File: src/rtl/td4_bus_sequencer.sv
// Control sequencer for the TD4 register slices: fetch/decode of an 8-bit instruction,
// active-low store strobes and bus enables, adder result, carry flag and PC control.
module td4_bus_sequencer #(
  parameter bit RESET_RUN      = 1'b1,
  parameter bit NOP_ON_INVALID = 1'b1
) (
  input  logic       CLK,
  input  logic       RST,
  input  logic       RUN,
  input  logic       STEP,
  input  logic [7:0] INSTR,
  input  logic [3:0] BUSDATA,
  output logic [3:0] STOREDATA,
  output logic       C_FLAG,
  output logic       nA_ST,
  output logic       nB_ST,
  output logic       nOUT_ST,
  output logic       nA_OUT,
  output logic       nB_OUT,
  output logic       nIN_OUT,
  output logic       nPC_LD,
  output logic       PC_EN,
  output logic       HALTED,
  output logic [1:0] state_dbg
);

  typedef enum logic [1:0] {
    FETCH = 2'd0,
    EXEC  = 2'd1,
    HALT  = 2'd2
  } state_t;

  localparam state_t RESET_STATE = RESET_RUN ? FETCH : HALT;

  // Active-high internal view of the control word; the pins are the inverse.
  typedef struct packed {
    logic a_st;
    logic b_st;
    logic out_st;
    logic a_out;
    logic b_out;
    logic in_out;
    logic pc_ld;
    logic pc_en;
  } ctl_t;

  state_t     state, state_next;
  logic [3:0] ir_imm;
  logic       step_q;
  logic       step_rise;
  ctl_t       ctl, dec;
  logic [4:0] sum;

  assign step_rise = STEP & ~step_q;
  assign sum       = {1'b0, BUSDATA} + {1'b0, ir_imm};
  assign STOREDATA = sum[3:0];

  // Decode straight from the ROM word so the control flops are valid for all of EXEC.
  // JNC looks at the carry before this instruction's own EXEC update.
  always_comb begin
    dec = '0;
    case (INSTR[7:4])
      4'h0: begin dec.a_out  = 1'b1; dec.a_st   = 1'b1; end
      4'h1: begin dec.b_out  = 1'b1; dec.a_st   = 1'b1; end
      4'h2: begin dec.in_out = 1'b1; dec.a_st   = 1'b1; end
      4'h3: dec.a_st = 1'b1;
      4'h4: begin dec.a_out  = 1'b1; dec.b_st   = 1'b1; end
      4'h5: begin dec.b_out  = 1'b1; dec.b_st   = 1'b1; end
      4'h6: begin dec.in_out = 1'b1; dec.b_st   = 1'b1; end
      4'h7: dec.b_st = 1'b1;
      4'h9: begin dec.b_out  = 1'b1; dec.out_st = 1'b1; end
      4'hB: dec.out_st = 1'b1;
      4'hE: dec.pc_ld = ~C_FLAG;
      4'hF: dec.pc_ld = 1'b1;
      default: begin
        if (!NOP_ON_INVALID) begin
          dec.a_out = 1'b1;
          dec.a_st  = 1'b1;
        end
      end
    endcase
    dec.pc_en = ~dec.pc_ld;
  end

  always_ff @(posedge CLK or negedge RST) begin
    if (!RST) state <= RESET_STATE;
    else      state <= state_next;
  end

  always_comb begin
    state_next = state;
    case (state)
      FETCH:   state_next = EXEC;
      EXEC:    state_next = RUN ? FETCH : HALT;
      HALT:    if (RUN || step_rise) state_next = FETCH;
      default: state_next = RESET_STATE;
    endcase
  end

  // The control word is live only in EXEC; the adder carry is captured on every EXEC exit.
  always_ff @(posedge CLK or negedge RST) begin
    if (!RST) begin
      ir_imm <= 4'h0;
      C_FLAG <= 1'b0;
      step_q <= 1'b0;
      ctl    <= '0;
    end else begin
      step_q <= STEP;
      if (state == FETCH) begin
        ir_imm <= INSTR[3:0];
        ctl    <= dec;
      end else begin
        ctl    <= '0;
      end
      if (state == EXEC) C_FLAG <= sum[4];
    end
  end

  assign nA_ST     = ~ctl.a_st;
  assign nB_ST     = ~ctl.b_st;
  assign nOUT_ST   = ~ctl.out_st;
  assign nA_OUT    = ~ctl.a_out;
  assign nB_OUT    = ~ctl.b_out;
  assign nIN_OUT   = ~ctl.in_out;
  assign nPC_LD    = ~ctl.pc_ld;
  assign PC_EN     = ctl.pc_en;
  assign HALTED    = (state == HALT);
  assign state_dbg = state;

endmodule

File: config.mk
export PLATFORM = sky130hd
export DESIGN_NAME = td4_bus_sequencer
export DESIGN_NICKNAME = d
export VERILOG_FILES = /design/src/rtl/td4_bus_sequencer.sv
export SDC_FILE = /design/constraint.sdc
export NUM_CORES = 1
export LEC_CHECK = 0
export ABC_AREA = 1
export BUFFER_PORTS_ARGS = -buffer_cell sky130_fd_sc_hd__buf_2
export CORE_UTILIZATION = 46
export CTS_BUF_LIST = sky130_fd_sc_hd__clkbuf_8 sky130_fd_sc_hd__clkbuf_16
export CTS_CLUSTER_DIAMETER = 40
export DETAILED_ROUTE_END_ITERATION = 8
export PLACE_DENSITY = 0.85
export SLEW_MARGIN = 10
export SYNTH_ARGS = -nofsm -noshare
export SYNTH_HDL_FRONTEND = slang
export SYNTH_SLANG_ARGS = --single-unit
File: constraint.sdc
create_clock -name CLK -period 2 [get_ports CLK]
set_clock_uncertainty 0.05 [all_clocks]
set_input_delay 0.4 -clock CLK [delete_from_list [all_inputs] [get_ports CLK]]
set_output_delay 0.4 -clock CLK [all_outputs]
set_load 0.05 [all_outputs]
==> run_results.csv, run 1 <==
group,metric,value,unit
setup_path,cp-start-kind,"flop",
final_layout,layout-drive-gt1-share,0.411,
power,leakagePower,0.583,nW
setup_path,crit_chain,"ha_2, inv_2, fa_2, inv_2, buf_6",
setup_path,path_buf_inv,3,
setup_path,required,1.55,ns
placed_design,gp_congestion,0.748,
final_layout,seqCellArea,400,µm²
placed_design,dpl_worst_slack,0.0503,ns
sta,fin_setup_tns,0,ns
setup_path,crit_path_max_fanout,2,
final_layout,multiInputGateArea,322,µm²
sta,fin_crit_sh,0.979,
cts,cts.sinks,16,
cts,h-tree-depth,1,
routing,drt_first_pass_iters,6,
sta,whs,0.000548,ns
floorplan,die_area,0.00191,mm²
placed_design,io_buffers,31,
cts,cts-root-buf,"clkbuf_8",
final_layout,syn_to_final_growth,31.8,%
setup_path,critical_path_class,"reg -> out",
floorplan,start_util,0.514,
final_layout,design_area,0.00106,mm²
cts,ctsHoldBuffers,0,
final_layout,final_cells,140,
routing,drcViolationCount,2,
final_layout,layout_common_cells,"buf_2, nand2_1, inv_1",
cts,cts_tree,"built",
routing,avgRoutedWirePerCell,11.4,µm
global_routing,top_usage_layer,"met2",
global_routing,grt_pass1_wl,2610,µm
final_layout,layout_commonest_cell,"buf_2",
floorplan,io_pins,32,
global_routing,grt_pass1_vias,633,
job,drv_cap,0,
worst_hold_path,hp-class,"in -> async",
routing,viasPerCell,4.73,
global_routing,gr-total-overflow,0,
sta,setup_viol,0,
sta,drv_slew,0,
cts,cts.clk_slew.worst_paths,0.07,ns
cts,clkLatencyLatePin,0.25,ns
global_routing,antenna_found_initial,0,
logic_synthesis,synth_seq_cells,16,
routing,vias,662,
logic_synthesis,synth_area,802,µm²
sta,rsz0062_at_grt,"true",
logic_synthesis,syn-num-nets,113,
setup_path,cp-end-kind,"output port",
global_routing,track_usage,0.188,
routing,ant_nets,0,
floorplan,die_h,43.8,µm
logic_synthesis,synth_cell_types,18,
final_layout,post-route-util,0.678,
power,vdd_drop_max,1.17,mV
setup_path,crit_family,"adder cells",
floorplan,rows,14,
final_layout,fill_cells,136,
floorplan,die_w,43.8,µm
logic_synthesis,postSynthAreaPerCell,8.72,µm²
placed_design,post-place-cells,135,
logic_synthesis,yosys_warnings,0,
global_routing,grt_use_met2,0.352,
final_layout,nets,146,
sta,worst_slew_pin_slew,0.350,ns
logic_synthesis,synth_cells,92,
sta,slew_headroom,0.766,
setup_path,crit_arrival,1.51,ns
global_routing,use_met1,0.213,
cts,cts_buffers,3,
logic_synthesis,ys_seq_area_frac,0.499,
power,finalPower,1.89,mW
sta,period_minus_slack,1.96,ns
routing,drt_iter0_drc,11,
placed_design,dpl.hpwl,1150,µm
sta,hold_viol_final,0,
status,status,"finished, violations left",
final_layout,diodes,0,
cts,clock_path_buffers,2,
setup_path,cp_slowest_stage_delay,0.52,ns
sta,finalWorstSetupSlack,0.0426,ns
sta,fmax,511,MHz
power,powerDensity,1790,mW/mm²
setup_path,cpMostUsedCell,"inv_2",
status,violations,"DRC",
global_routing,grt_start_max_net_pins,17,
placed_design,dpl_cell_area,947,µm²
global_routing,grt.met3_usage,0.0375,
routing,wirelength,1590,µm
setup_path,cp_slowest_cell,"fa_2",
floorplan,fp.coreArea,0.00156,mm²
==> flip-flops by register name (all words and copies together), names as in the netlist <==
| signal | flops |
|---|---|
| PC_EN | 1 |
| C_FLAG | 1 |
| ctl | 7 |
| ir_imm | 4 |
| step_q | 1 |
| state_dbg | 2 |
==> cells by family (layout without fill, tap and decap cells) <==
| kind of cell | Yosys count | after routing | synth area share |
|---|---|---|---|
| AND/OR/NAND/NOR | 40 | 40 | 0.231 |
| XOR/XNOR | 1 | 1 | 0.0109 |
| buffers and inverters | 25 | 57 | 0.136 |
| AO/OA/AOI/OAI | 5 | 5 | 0.0359 |
| flip-flops | 16 | 16 | 0.499 |
| adder cells (fa/ha/maj) | 5 | 5 | 0.0874 |
==> synthesized netlist by cell type (all sizes together) <==
library cell	number	area (µm²)
nand2	26	100
inv	21	78.8
dfrtp	16	400
nor2	6	35.0
nor3	5	35.0
a21oi	4	23.8
buf	4	30.0
ha	4	50.1
nand3	3	15.0
fa	1	20.0
o21ai	1	5.00
xnor2	1	8.76
==> cell type report <==
class / instances / area share
sequential: 16 / 0.379
tap: 16 / 0.0189
multi-input combinational: 51 / 0.304
clock buffer: 4 / 0.0521
timing repair buffer: 32 / 0.172
inverter: 21 / 0.0746
==> where the power goes <==
group	internal, mW	switching [mW]
Clock	0.174	0.111
Combinational	0.351	0.771
Sequential	0.419	0.0676
==> what timing repair did <==
action,CTS,global route
hold endpoints to repair,0,0
setup buffers,0,1
resized for setup,6,7
endpoints found under the setup margin,3,2
==> layer usage <==
layer | share of wire | up-vias
met4 | 0 | 0
li1 | - | 338
met5 | 0 | -
met1 | 0.40 | 304
met2 | 0.56 | 20
met3 | 0.045 | 0
==> worst paths after layout <==
kind / from / endpoint / slack, ns / cells past startpoint
max: ir_imm[0] / STOREDATA[1] / 0.04 / 5
min: RST / ctl[6] / 0.0005 / 1
max reg2reg: ir_imm[0] / C_FLAG / 0.65 / 8
min reg2reg: ir_imm[3] / ir_imm[3] / 0.45 / 2
max in group asynchronous: RST / state_dbg[1] / 1.64 / 1
min in group CLK: STEP / step_q / 0.22 / 1
Power figures use the tool's default switching activity.
==> run 2: changes to the inputs <==
--- a/config.mk
+++ b/config.mk
@@ -7,11 +7,11 @@
 export LEC_CHECK = 0
 export ABC_AREA = 1
 export BUFFER_PORTS_ARGS = -buffer_cell sky130_fd_sc_hd__buf_2
-export CORE_UTILIZATION = 46
+export CORE_UTILIZATION = 50
 export CTS_BUF_LIST = sky130_fd_sc_hd__clkbuf_8 sky130_fd_sc_hd__clkbuf_16
 export CTS_CLUSTER_DIAMETER = 40
 export DETAILED_ROUTE_END_ITERATION = 8
-export PLACE_DENSITY = 0.85
+export PLACE_DENSITY = 0.91
 export SLEW_MARGIN = 10
 export SYNTH_ARGS = -nofsm -noshare
 export SYNTH_HDL_FRONTEND = slang
==> constraint.sdc (replaced) <==
create_clock -name CLK -period 2.4 [get_ports CLK]
set_clock_uncertainty 0.05 [all_clocks]
set_input_delay 0.48 -clock CLK [delete_from_list [all_inputs] [get_ports CLK]]
set_output_delay 0.48 -clock CLK [all_outputs]
set_load 0.05 [all_outputs]
==> run 2 against run 1 <==
Effect of this change:
- register-to-register slack improved by 0.36 ns
- die area fell by 7.6%
- sequential cell count did not move
- largest cell class unchanged
- via count rose by 1.5%
- first-iteration DRC count fell by 73%
- the flow now finishes without violations
==> run_results.csv, run 2 (same netlist as run 1, synthesis figures left out) <==
group,metric,value,unit
setup_path,r2r_cells,8,
power,vdd_drop_max,1.15,mV
sta,worst_slew_pin_slew,0.340,ns
placed_design,gp_congestion,0.764,
floorplan,start_util,0.532,
routing,viasPerCell,4.83,
cts,cts_tree,"built",
power,p_switching,761,µW
final_layout,layout_common_cells,"buf_2, nand2_1, inv_1",
placed_design,post-place-cells,135,
sta,setup_viol,0,
setup_path,cp-start-kind,"flop",
status,status,"finished, final reports clean",
power,powerDensity,1450,mW/mm²
sta,finalWorstSetupSlack,0.254,ns
setup_path,r2r-end,"C_FLAG",
cts,clock_path_buffers,2,
final_layout,nets,145,
job,drv_cap,0,
final_layout,largest_reg_flops,7,
routing,vias,672,
setup_path,r2r_start,"ir_imm[0]",
global_routing,grt_start_max_net_pins,17,
final_layout,syn_to_final_growth,25.0,%
floorplan,die_area,0.00177,mm²
setup_path,crit_chain,"ha_1, inv_1, fa_1, xnor2_1, buf_2",
final_layout,layout-drive-gt1-share,0.350,
cts,cts_buffers,3,
final_layout,diodes,0,
final_layout,largest-register,"ctl",
global_routing,antenna_found_initial,0,
final_layout,layout_commonest_cell,"buf_2",
routing,drcViolationCount,0,
cts,h-tree-depth,1,
placed_design,dpl.hpwl,1220,µm
global_routing,gr-total-overflow,0,
setup_path,required,1.87,ns
final_layout,fill_cells,141,
cts,cts.clk_slew.worst_paths,0.06,ns
setup_path,startpoint,"ir_imm[0]",
power,p_int,692,µW
cts,cts.sinks,16,
sta,slew_headroom,0.774,
setup_path,critical_path_class,"reg -> out",
placed_design,dpl_cell_area,947,µm²
power,switching_share,0.524,
setup_path,cp_slowest_stage_delay,0.40,ns
global_routing,track_usage,0.206,
sta,period_minus_slack,2.15,ns
final_layout,design_area,0.00100,mm²
floorplan,fp.coreArea,0.00151,mm²
sta,drv_slew,0,
routing,drt_iter0_drc,3,
setup_path,crit_path_max_fanout,2,
global_routing,grt_pass1_vias,681,
final_layout,multiInputGateArea,293,µm²
sta,fin_setup_tns,0,ns
routing,drt_first_pass_iters,4,
floorplan,io_pins,32,
cts,cts-root-buf,"clkbuf_8",
power,p_seq_frac,0.277,
cts,clkLatencyLatePin,0.25,ns
setup_path,r2r_slack,1.01,ns
floorplan,die_h,42.1,µm
worst_hold_path,hp-class,"in -> async",
sta,rsz0062_at_grt,"false",
setup_path,cp-end-kind,"output port",
sta,fmax,466,MHz
setup_path,cp_slowest_cell,"fa_1",
floorplan,rows,14,
cts,cts_setup_buffers,0,
cts,ctsHoldBuffers,0,
sta,fin_crit_sh,0.894,
placed_design,io_buffers,31,
routing,avgRoutedWirePerCell,11.0,µm
floorplan,die_w,42.1,µm
final_layout,post-route-util,0.665,
power,clkPwrFrac,0.162,
sta,hold_viol_final,0,
placed_design,dpl_worst_slack,0.276,ns
setup_path,crit_end,"STOREDATA[2]",
cts,ctsResizeCount,0,
final_layout,final_cells,139,
routing,ant_nets,0,
power,leakagePower,0.569,nW
setup_path,crit_arrival,1.62,ns
power,comb_power_share,0.561,
final_layout,seqCellArea,400,µm²
global_routing,grt_pass1_wl,2640,µm
routing,wirelength,1530,µm
## run 2: how the worst min path moves through the flow
stage               endpoint  cells after the start
global placement      ctl[5]                      1
finish                ctl[2]                      1
floorplan             C_FLAG                      0
detailed placement    ctl[6]                      1
CTS                   ctl[6]                      1
global route          ctl[2]                      1
## run 2: routing by layer
metal,wire (µm),up-vias,GRT usage
li1,-,330,-
met1,588,315,0.205
met2,834,21,0.394
met3,65,6,0.0259
met4,44,0,0.131
met5,0,-,0
## run 2: layout make-up
cell class	count	area share
sequential	16	0.400
multi-input combinational	51	0.292
timing repair buffer	31	0.155
inverter	21	0.0787
clock buffer	4	0.0549
tap	16	0.0200
## run 2: critical path: cells and delay by family (launching register included)
kind       cells  cell delay, ns
fa+ha+maj      2            0.56
flops          1            0.34
xor+xnor       1            0.14
buf+inv        2            0.33
## run 2: power by group through the flow
stage	clock network, mW	logic, mW	registers [mW]
after floorplan	0	0.611	0.503
final	0.236	0.815	0.402
after detailed placement	0	0.820	0.409
after global placement	0	0.788	0.404
after CTS	0.240	0.825	0.405
after global routing	0.252	0.886	0.412
## run 2: through the flow
step / hold WS [ns] / power, mW
3_3_place_gp: 0.347 / 1.19
3_5_place_dp: 0.357 / 1.23
2_1_floorplan: 0.134 / 1.11
5_1_grt: 0.0933 / 1.55
4_1_cts: 0.0847 / 1.47
6_report: 0.0740 / 1.45
==> run 3: changes to the inputs <==
--- a/config.mk
+++ b/config.mk
@@ -5,13 +5,12 @@
 export SDC_FILE = /design/constraint.sdc
 export NUM_CORES = 1
 export LEC_CHECK = 0
-export ABC_AREA = 1
 export BUFFER_PORTS_ARGS = -buffer_cell sky130_fd_sc_hd__buf_2
-export CORE_UTILIZATION = 50
+export CORE_UTILIZATION = 49
 export CTS_BUF_LIST = sky130_fd_sc_hd__clkbuf_8 sky130_fd_sc_hd__clkbuf_16
 export CTS_CLUSTER_DIAMETER = 40
 export DETAILED_ROUTE_END_ITERATION = 8
-export PLACE_DENSITY = 0.91
+export PLACE_DENSITY = 0.9
 export SLEW_MARGIN = 10
 export SYNTH_ARGS = -nofsm -noshare
 export SYNTH_HDL_FRONTEND = slang
==> run 3 against run 2 <==
Effect of this change:
- area after synthesis decreased by 3.3%
- non-clock buffer count unchanged
- sequential cell count unchanged
- sequential power decreased by 2%
- clock-buffer cell count unchanged
- routed wire length decreased by 8.2%
- synthesized cell count decreased by 20%
- global-route usage decreased by 2.1 points
==> run_results.csv, run 3 <==
group,metric,value,unit
routing,ant_nets,0,
floorplan,start_util,0.561,
logic_synthesis,synthMuxAreaShare,0,
global_routing,grt_pass1_vias,586,
cts,clkLatencyLatePin,0.25,ns
global_routing,grt_pass1_wl,2370,µm
final_layout,diodes,0,
final_layout,layout_common_cells,"buf_2, dfrtp_1, inv_1",
routing,drt_iter0_drc,11,
floorplan,die_h,41.8,µm
floorplan,die_area,0.00175,mm²
global_routing,gr-total-overflow,0,
routing,vias,592,
sta,drv_slew,0,
logic_synthesis,yosysTopAreaCell,"dfrtp_1",
final_layout,largest_reg_flops,7,
logic_synthesis,synth_edf_count,0,
cts,ctsResizeCount,0,
logic_synthesis,synth_area,776,µm²
routing,wirelength,1410,µm
floorplan,fp.coreArea,0.00138,mm²
logic_synthesis,synth_fa_ha_area_frac,0.0903,
global_routing,track_usage,0.185,
sta,hold_viol_final,0,
logic_synthesis,postSynthAreaPerCell,10.5,µm²
sta,period_minus_slack,2.22,ns
power,vdd_drop_max,1.03,mV
setup_path,crit_path_max_fanout,2,
logic_synthesis,synth_cells,74,
setup_path,startpoint,"ir_imm[0]",
logic_synthesis,synthArstFlopShare,1.00,
sta,fin_setup_tns,0,ns
setup_path,r2r_start,"ir_imm[0]",
cts,cts_tree,"built",
cts,cts_buffers,3,
logic_synthesis,synth_seq_cells,16,
global_routing,antenna_found_initial,0,
worst_hold_path,hp-class,"in -> async",
placed_design,io_buffers,31,
cts,clock_path_buffers,2,
sta,fin_crit_sh,0.924,
setup_path,cp-end-kind,"output port",
placed_design,gp_congestion,0.799,
final_layout,syn_to_final_growth,24.2,%
sta,fmax,451,MHz
logic_synthesis,synthSimpleGateAreaFrac,0.165,
floorplan,rows,13,
logic_synthesis,synth_compound_area_frac,0.0790,
final_layout,design_area,963,µm²
status,status,"finished, final reports clean",
placed_design,dpl.hpwl,1020,µm
cts,cts.sinks,16,
logic_synthesis,synth_common_cells,"dfrtp_1, inv_1, nand2_1, buf_4, ha_1",
job,drv_cap,0,
routing,viasPerCell,4.97,
setup_path,cp-start-kind,"flop",
logic_synthesis,ys.flop_type,"dfrtp_1",
cts,cts_setup_buffers,0,
setup_path,r2r_slack,0.92,ns
logic_synthesis,synth_area_leaders,"dfrtp_1, ha_1, inv_1, nand2_1, buf_4",
final_layout,layout_commonest_cell,"buf_2",
global_routing,grt_start_max_net_pins,17,
routing,drcViolationCount,0,
cts,h-tree-depth,1,
logic_synthesis,yosys_warnings,0,
logic_synthesis,synth_top_family_by_area,"simple AND/OR/NAND/NOR gates",
logic_synthesis,syn-num-nets,95,
logic_synthesis,synth.most_common_cell,"dfrtp_1",
power,leakagePower,0.508,nW
floorplan,die_w,41.8,µm
routing,avgRoutedWirePerCell,11.8,µm
sta,setup_viol,0,
logic_synthesis,synth_top_area_share,0.516,
logic_synthesis,ys_seq_area_frac,0.516,
logic_synthesis,synth_cell_types,26,
cts,ctsHoldBuffers,0,
setup_path,crit_arrival,1.69,ns
sta,worst_slew_pin_slew,0.370,ns
routing,drt_first_pass_iters,4,
cts,cts.clk_slew.worst_paths,0.06,ns
final_layout,nets,126,
sta,rsz0062_at_grt,"false",
power,powerDensity,1500,mW/mm²
floorplan,io_pins,32,
sta,slew_headroom,0.754,
final_layout,largest-register,"ctl",
final_layout,layout-drive-gt1-share,0.375,
cts,cts-root-buf,"clkbuf_8",
setup_path,required,1.87,ns
placed_design,dpl_cell_area,908,µm²
setup_path,critical_path_class,"reg -> out",
logic_synthesis,synth_xor_area_frac,0.0226,
run 3: area by class of cell:
cell class | instances | area, µm²
clock buffer | 4 | 55.1
fill | 103 | 419
inverter | 14 | 57.6
multi-input combinational | 39 | 277
sequential | 16 | 400
tap | 15 | 18.8
timing repair buffer | 31 | 155
run 3: report_power, final:
| part | internal (mW) | switching (mW) | total, mW |
|---|---|---|---|
| sequential | 0.351 | 0.0424 | 0.393 |
| combinational | 0.209 | 0.611 | 0.820 |
| clock | 0.146 | 0.0903 | 0.236 |
run 3: cells by family after synthesis:
logic type                 count (synthesis)
xor gates and xnor gates                   2
DFF                                       16
adders and majority gates                  5
AOI/OAI and AO/OA                          9
buffers and inverters                     19
and+or+nand+nor                           23
run 3: worst max-delay path, cell delays in order, from the launching register on:
cell and delay, ns:
dfrtp_1 0.35, ha_1 0.17, inv_1 0.06, fa_1 0.41, xnor2_1 0.17, buf_2 0.28
run 3: through the flow:
step	hold WS [ns]	worst slack (ns)	instances	utilization	total power [mW]
after floorplan	0.134	0.441	74	-	1.14
after global placement	0.346	0.305	115	0.657	1.20
after detailed placement	0.352	0.236	115	0.657	1.22
after CTS	0.0828	0.174	119	0.697	1.46
after global routing	0.0914	0.0942	119	0.697	1.53
final	0.0770	0.181	119	0.697	1.45
run 3: final timing paths:
path                       depth (start not counted)           end
max in group asynchronous                          1     ir_imm[3]
max reg2reg                                        6        C_FLAG
min in group CLK                                   1        step_q
min reg2reg                                        2     ir_imm[2]
min                                                1     ir_imm[1]
max                                                5  STOREDATA[2]
run 3: routing by layer:
| metal | up-vias | routed length [µm] | track usage |
|---|---|---|---|
| met1 | 283 | 567 | 0.202 |
| met5 | - | 0 | 0 |
| met3 | 4 | 63 | 0.0522 |
| met4 | 0 | 23 | 0.0774 |
| li1 | 288 | - | - |
| met2 | 17 | 753 | 0.331 |
